$ cat config.mk
export PLATFORM = sky130hd
export DESIGN_NAME = ble_tx_serializer
export DESIGN_NICKNAME = d
export VERILOG_FILES = /design/src/rtl/ble_tx_serializer_pkg.sv /design/src/rtl/ble_tx_bit_buffer.sv /design/src/rtl/ble_tx_serializer.sv
export SDC_FILE = /design/constraint.sdc
export NUM_CORES = 1
export LEC_CHECK = 0
export CELL_PAD_IN_SITES_DETAIL_PLACEMENT = 1
export CELL_PAD_IN_SITES_GLOBAL_PLACEMENT = 2
export CORE_MARGIN = 10
export CORE_UTILIZATION = 32
export CTS_CLUSTER_DIAMETER = 40
export DETAILED_ROUTE_END_ITERATION = 10
export HOLD_SLACK_MARGIN = 0.15
export PLACE_DENSITY = 0.75
export SYNTH_ARGS = -nofsm -noshare
export SYNTH_HDL_FRONTEND = slang
export SYNTH_HIERARCHICAL = 1
export SYNTH_SLANG_ARGS = --single-unit
export TNS_END_PERCENT = 100
$ cat constraint.sdc
create_clock -name clk_read_i -period 3.55 [get_ports clk_read_i]
set_input_delay 0.71 -clock clk_read_i [delete_from_list [all_inputs] [get_ports clk_read_i]]
set_output_delay 0.71 -clock clk_read_i [all_outputs]
set_load 0.05 [all_outputs]
$ cat src/rtl/ble_tx_serializer_pkg.sv
// Shared constants and state encoding for the BLE TX serializer.
// Default widths are mirrored by the module parameters of the top level.
package ble_tx_serializer_pkg;

  localparam int BLE_DATA    = 32;
  localparam int BLE_SIZE_W  = 17;
  localparam int FIFO_RD_LAT = 1;

  typedef enum logic [1:0] {
    ST_IDLE = 2'd0,
    ST_RUN  = 2'd1,
    ST_DONE = 2'd2
  } state_e;

endpackage

$ cat src/rtl/ble_tx_bit_buffer.sv
// Two-word bit buffer: an LSB-first shift register backed by one holding register.
// The holding word slides into the shift register on the edge its last bit leaves.
module ble_tx_bit_buffer
  import ble_tx_serializer_pkg::*;
#(
  parameter int DATA = BLE_DATA
) (
  input  logic            clk_read_i,
  input  logic            reset_ni,
  input  logic            clear_i,
  input  logic            load_i,
  input  logic [DATA-1:0] word_i,
  input  logic            pop_i,
  output logic            bit_o,
  output logic            valid_o,
  output logic            accept_o,
  output logic            empty_o
);

  localparam int CNT_W = $clog2(DATA + 1);

  logic [DATA-1:0]  shift_q, shift_d;
  logic [CNT_W-1:0] shift_cnt_q, shift_cnt_d;
  logic [DATA-1:0]  hold_q, hold_d;
  logic             hold_vld_q, hold_vld_d;
  logic             exhaust;
  logic             shift_free;

  assign exhaust    = pop_i && (shift_cnt_q == CNT_W'(1));
  assign shift_free = (shift_cnt_q == '0) || exhaust;
  assign bit_o      = shift_q[0];
  assign valid_o    = (shift_cnt_q != '0);
  assign accept_o   = !hold_vld_q || shift_free;
  assign empty_o    = (shift_cnt_q == '0) && !hold_vld_q;

  always_comb begin
    shift_d     = shift_q;
    shift_cnt_d = shift_cnt_q;
    hold_d      = hold_q;
    hold_vld_d  = hold_vld_q;

    if (pop_i && (shift_cnt_q > CNT_W'(1))) begin
      shift_d     = shift_q >> 1;
      shift_cnt_d = shift_cnt_q - CNT_W'(1);
    end

    if (shift_free) begin
      if (hold_vld_q) begin
        shift_d     = hold_q;
        shift_cnt_d = CNT_W'(DATA);
        hold_vld_d  = load_i;
        if (load_i) hold_d = word_i;
      end else if (load_i) begin
        shift_d     = word_i;
        shift_cnt_d = CNT_W'(DATA);
      end else begin
        shift_d     = '0;
        shift_cnt_d = '0;
      end
    end else if (load_i) begin
      hold_d     = word_i;
      hold_vld_d = 1'b1;
    end

    if (clear_i) begin
      shift_d     = '0;
      shift_cnt_d = '0;
      hold_d      = '0;
      hold_vld_d  = 1'b0;
    end
  end

  always_ff @(posedge clk_read_i or negedge reset_ni) begin
    if (!reset_ni) begin
      shift_q     <= '0;
      shift_cnt_q <= '0;
      hold_q      <= '0;
      hold_vld_q  <= 1'b0;
    end else begin
      shift_q     <= shift_d;
      shift_cnt_q <= shift_cnt_d;
      hold_q      <= hold_d;
      hold_vld_q  <= hold_vld_d;
    end
  end

endmodule

$ cat src/rtl/ble_tx_serializer.sv
// Streams packets from the shared-memory FIFO as serial bits to the BLE TX chain.
// Owns the packet FSM, bit/word counters and the FIFO read strobe.
module ble_tx_serializer
  import ble_tx_serializer_pkg::*;
#(
  parameter int DATA   = BLE_DATA,
  parameter int SIZE_W = BLE_SIZE_W
) (
  input  logic              clk_read_i,
  input  logic              reset_ni,
  input  logic              start_i,
  input  logic              abort_i,
  input  logic [SIZE_W-1:0] data_size_i,
  input  logic              fifo_empty_i,
  output logic              re_o,
  input  logic [DATA-1:0]   data_in_i,
  output logic              bit_out_o,
  output logic              bit_valid_o,
  input  logic              bit_ready_i,
  output logic              busy_o,
  output logic              done_o,
  output logic              underrun_o
);

  state_e                 state_q, state_d;
  logic [SIZE_W-1:0]      bits_left_q, bits_left_d;
  logic [SIZE_W-1:0]      words_left_q, words_left_d;
  logic                   underrun_q, underrun_d;
  logic [FIFO_RD_LAT-1:0] rd_pipe_q, rd_pipe_d;
  logic [SIZE_W:0]        size_round;
  logic [SIZE_W-1:0]      words_calc;
  logic                   in_flight;
  logic                   buf_clear, buf_load, buf_bit, buf_valid, buf_accept, buf_empty;
  logic                   xfer;

  // Word count is ceil(data_size / DATA), widened by one bit to avoid overflow.
  assign size_round = {1'b0, data_size_i} + (SIZE_W+1)'(DATA - 1);
  assign words_calc = SIZE_W'(size_round / (SIZE_W+1)'(DATA));

  assign in_flight   = |rd_pipe_q;
  assign buf_load    = rd_pipe_q[FIFO_RD_LAT-1] && (state_q == ST_RUN);
  assign re_o        = (state_q == ST_RUN) && (words_left_q != '0) && !fifo_empty_i
                       && !in_flight && buf_accept;
  assign bit_valid_o = (state_q == ST_RUN) && buf_valid;
  assign bit_out_o   = buf_bit;
  assign xfer        = bit_valid_o && bit_ready_i;
  assign busy_o      = (state_q == ST_RUN);
  assign done_o      = (state_q == ST_DONE);
  assign underrun_o  = underrun_q;

  always_comb begin
    state_d      = state_q;
    bits_left_d  = bits_left_q;
    words_left_d = words_left_q;
    underrun_d   = underrun_q;
    rd_pipe_d    = FIFO_RD_LAT'({rd_pipe_q, re_o});
    buf_clear    = 1'b0;

    unique case (state_q)
      ST_IDLE: begin
        if (start_i) begin
          underrun_d = 1'b0;
          if (data_size_i == '0) begin
            state_d = ST_DONE;
          end else begin
            state_d      = ST_RUN;
            bits_left_d  = data_size_i;
            words_left_d = words_calc;
          end
        end
      end
      ST_RUN: begin
        if (re_o) words_left_d = words_left_q - SIZE_W'(1);
        if (bits_left_q != '0 && buf_empty && !in_flight && fifo_empty_i) underrun_d = 1'b1;
        if (xfer) begin
          bits_left_d = bits_left_q - SIZE_W'(1);
          // Last bit: drop any unsent tail of a partial final word.
          if (bits_left_q == SIZE_W'(1)) begin
            state_d      = ST_DONE;
            buf_clear    = 1'b1;
            words_left_d = '0;
            rd_pipe_d    = '0;
          end
        end
      end
      ST_DONE: state_d = ST_IDLE;
      default: state_d = ST_IDLE;
    endcase

    if (abort_i) begin
      state_d      = ST_IDLE;
      bits_left_d  = '0;
      words_left_d = '0;
      underrun_d   = underrun_q;
      rd_pipe_d    = '0;
      buf_clear    = 1'b1;
    end
  end

  always_ff @(posedge clk_read_i or negedge reset_ni) begin
    if (!reset_ni) begin
      state_q      <= ST_IDLE;
      bits_left_q  <= '0;
      words_left_q <= '0;
      underrun_q   <= 1'b0;
      rd_pipe_q    <= '0;
    end else begin
      state_q      <= state_d;
      bits_left_q  <= bits_left_d;
      words_left_q <= words_left_d;
      underrun_q   <= underrun_d;
      rd_pipe_q    <= rd_pipe_d;
    end
  end

  ble_tx_bit_buffer #(.DATA(DATA)) u_bit_buffer (
    .clk_read_i (clk_read_i),
    .reset_ni   (reset_ni),
    .clear_i    (buf_clear),
    .load_i     (buf_load),
    .word_i     (data_in_i),
    .pop_i      (xfer),
    .bit_o      (buf_bit),
    .valid_o    (buf_valid),
    .accept_o   (buf_accept),
    .empty_o    (buf_empty)
  );

endmodule

==> out/qor.yml <==
status: "completed"
clock_tree.htree_level_count: 3
io_buffer_count: 60
worstPathCellList: "nor4_4 -> nand2_1 -> nand3_1 -> inv_1 -> a21oi_4 -> nand2b_1 -> nand2_1 -> and3_1 -> o21ai_4 -> inv_2 -> buf_4"
timing.final.ws_setup_ps: 222
cellPowerDensity_nw_per_um2: 712
clock-skew-final_ps: 11.9
drt-vias-per-instance: 5.53
syn-instance-count: 704
insertion_delay_to_the_later_sink_of_the_worst_skew_pair_ps: 370
antenna_cells: 0
ff2ff_setup_slack_ps: 770
postCtsSetupBuffers: 0
gpl.final_weighted_congestion: 0.806
count_of_buffer_and_inverter_cells_on_the_critical_path: 3
ys.warnings.count: 6
r2r_start: "u_bit_buffer/shift_cnt_q[2]$_DFFE_PN0P_"
synthDominantAreaCellType: "sky130_fd_sc_hd__dfrtp_1"
fin_total_pwr_mw: 5.21
die_footprint_um2: 25300
drt_iter0_markers: 259
final_cell_mix: "119 x sky130_fd_sc_hd__nand2_1, 109 x sky130_fd_sc_hd__dfrtp_1, 72 x sky130_fd_sc_hd__nor2_1"
power_leakage_nw: 2.99
worstReg2RegEnd: "u_bit_buffer/shift_q[7]$_DFFE_PN0P_"
setup.worst_path.start_class: "register"
post_layout_nonfiller_instances: 1016
cts_repair_resize_count: 0
fin_nets: 812
wirelength_mm: 19.5
row_count: 50
power.sequential.fraction_pct: 33.2
ys_types: 76
achievable-frequency_mhz: 300
grt_pass1_wl_mm: 32.6
finalHoldViolCount: 0
critical_path_class: "register to primary output"
cts_tree: "done"
ir_drop_uv: 286
vias_in_the_first_global_route: 6106
maxSlewViolCount: 0
setup-violations-final: 0
timing.critical_path.slowest_cell_delay_ps: 480
synthTopCellsByArea: "sky130_fd_sc_hd__dfrtp_1 44%, sky130_fd_sc_hd__nand2_1 7.2%, sky130_fd_sc_hd__a21oi_1 4.6%"
critPathArrivalTime_ps: 2620
worst_setup_hold_path_clk_slew_ps: 80
crit_fanout: 7
grt_start_max_net_pins: 49
netlist.area_leader.share_pct: 44.1
netlist_area_um2: 6180
vertical_die_dimension_um: 159
cp.depth: 11
power.net_switching_mw: 2.33
postRouteAntennaNets: 0
total_global_routing_track_utilization_pct: 15.4
layout-area-overhead-vs-synth_pct: 18.3
numPlacedInstances: 1000
depth_of_the_most_critical_reg_to_reg_path: 10
grt_remaining_overflow: 0
worst-endpoint-required_ps: 2840
dp_hpwl_mm: 13.7
most_common_cell_after_layout_fill_and_taps_aside: "sky130_fd_sc_hd__nand2_1"
post_cts_hold_buffer_count: 0
synth_area_per_cell_um2: 8.78
finalSetupTns_ps: 0
cp_top_family: "simple AND/OR/NAND/NOR gates"
initial_utilization_pct: 32.8
critical_path.slowest_cell: "sky130_fd_sc_hd__dfrtp_1"
timing.final.crit_period_ps: 3330
vias: 5616
synth_ff_type: "sky130_fd_sc_hd__dfrtp_1"
ys_ff_latch: 109
drc_errors: 0
boundaryPins: 61
worstMarginPinSlew_ps: 971
cts.root.buffer_cell: "sky130_fd_sc_hd__clkbuf_16"
grt_antenna_before_repair: 0
post_drt_wl_per_cell_um: 19.2
power.clock.fraction_pct: 20.1
area_of_placed_instances_um2: 7010
max_cap_viol_count: 0
numCtsBuffers: 9
p_sw_share_pct: 44.8
clk_path_buf_depth: 2
fraction_of_the_cycle_the_final_worst_path_needs_pct: 93.8
endpoint_kind: "primary output"
place_worst_setup_slack_ps: 391
postSynth.asyncResetShare_pct: 100
core_area_um2: 18800
min-delay-path-class: "input pin to asynchronous set/reset pin"
internal-power_mw: 2.87
cpMostUsedCell: "sky130_fd_sc_hd__nand2_1"
finalInstanceArea_um2: 7310
syn-num-nets: 765
die_w_um: 159
fraction_of_layout_instances_using_a_drive_strength_above_1_pct: 9.13
comb_power_share_pct: 46.7
grt_setup_unrepaired: "false"
detailedRoute.firstPassIterationCount: 4
synth_edf_count: 0
worst_rel_slew_slack_pct: 35.3
clk_sink_count: 109
synth-seq-area-share_pct: 44.1
[logic make-up (layout without fill, tap and decap cells)]
| family | after synthesis | count (layout) | share of synthesized area, % |
|---|---|---|---|
| simple gates | 279 | 279 | 20.9 |
| xor+xnor | 13 | 13 | 1.84 |
| buf+inv | 63 | 115 | 5.87 |
| flops | 109 | 109 | 44.1 |
| compound gates | 231 | 231 | 25.5 |
| fa+ha+maj | 6 | 6 | 1.21 |
| mux | 3 | 3 | 0.486 |
[cells in the mapped netlist, types with 7 or more instances]
| cell | count |
|---|---|
| sky130_fd_sc_hd__a221oi_1 | 31 |
| sky130_fd_sc_hd__xnor2_1 | 7 |
| sky130_fd_sc_hd__nand2_1 | 119 |
| sky130_fd_sc_hd__nor2_1 | 72 |
| sky130_fd_sc_hd__dfrtp_1 | 109 |
| sky130_fd_sc_hd__and3_1 | 7 |
| sky130_fd_sc_hd__inv_1 | 12 |
| sky130_fd_sc_hd__a21oi_1 | 57 |
| sky130_fd_sc_hd__nor3_1 | 21 |
| sky130_fd_sc_hd__o21ai_0 | 50 |
| sky130_fd_sc_hd__a31oi_1 | 8 |
| sky130_fd_sc_hd__o31ai_1 | 33 |
| sky130_fd_sc_hd__buf_2 | 15 |
| sky130_fd_sc_hd__nand3_1 | 8 |
| sky130_fd_sc_hd__nor4_1 | 8 |
| sky130_fd_sc_hd__clkbuf_1 | 17 |
[sequential cells by signal, indices dropped and copies added, names as in the netlist]
| name | cells |
|---|---|
| in_flight | 1 |
| words_left_q | 17 |
| u_bit_buffer/hold_q | 32 |
| bits_left_q | 17 |
| u_bit_buffer/hold_vld_q | 1 |
| state_q | 2 |
| u_bit_buffer/shift_q | 32 |
| u_bit_buffer/shift_cnt_q | 6 |
| underrun_o | 1 |
[cell type report]
type                            count  area, um2
Clock buffer                        9        225
Clock inverter                      7       75.1
Fill cell                        2201      11500
Inverter                           14       52.6
Multi-Input combinational cell    532       3110
Sequential cell                   109       2730
Tap cell                          260        325
Timing Repair Buffer               85        803
[worst max-delay path by stage]
stage / startpoint / endpoint / slack (ps)
after floorplan: u_bit_buffer/shift_cnt_q[0]$_DFFE_PN0P_ / re_o / 70
after global placement: bit_ready_i / re_o / 430
after detailed placement: bit_ready_i / re_o / 390
after CTS: u_bit_buffer/shift_cnt_q[2]$_DFFE_PN0P_ / re_o / 190
after global routing: u_bit_buffer/shift_cnt_q[2]$_DFFE_PN0P_ / re_o / 8
final: u_bit_buffer/shift_cnt_q[2]$_DFFE_PN0P_ / re_o / 220
[power by group through the flow]
stage	Sequential [mW]	Combinational, mW	Clock [mW]
5_1_grt	1.77	2.72	1.13
4_1_cts	1.73	2.46	1.08
2_1_floorplan	1.71	1.80	0
3_5_place_dp	1.75	2.45	0
3_3_place_gp	1.73	2.38	0
6_report	1.73	2.43	1.04
[routing by layer]
| layer | part of all wire (%) | global-route usage, % | vias up |
|---|---|---|---|
| li1 | - | - | 2669 |
| met1 | 45 | 18.9 | 2853 |
| met2 | 50 | 27.0 | 80 |
| met3 | 2.9 | 2.53 | 14 |
| met4 | 1.4 | 4.93 | 0 |
| met5 | 0 | 0 | - |
[metrics by stage]
stage	hold WS (ps)	utilization, %
floorplan	414	-
global placement	460	37.2
detailed placement	469	37.2
CTS	365	38.8
global route	394	38.8
finish	345	38.8
[worst register-to-register path, cell delays in order, from the launching register on]
cell and delay [ps]:
sky130_fd_sc_hd__dfrtp_1 480, sky130_fd_sc_hd__nor4_4 320, sky130_fd_sc_hd__nand2_1 170, sky130_fd_sc_hd__nand3_1 130
sky130_fd_sc_hd__buf_4 160, sky130_fd_sc_hd__nor4_2 60, sky130_fd_sc_hd__buf_4 170, sky130_fd_sc_hd__or2_2 390
sky130_fd_sc_hd__or2_0 250, sky130_fd_sc_hd__buf_4 240, sky130_fd_sc_hd__o31ai_1 320
No activity file was read; power rests on OpenSTA's default activity.
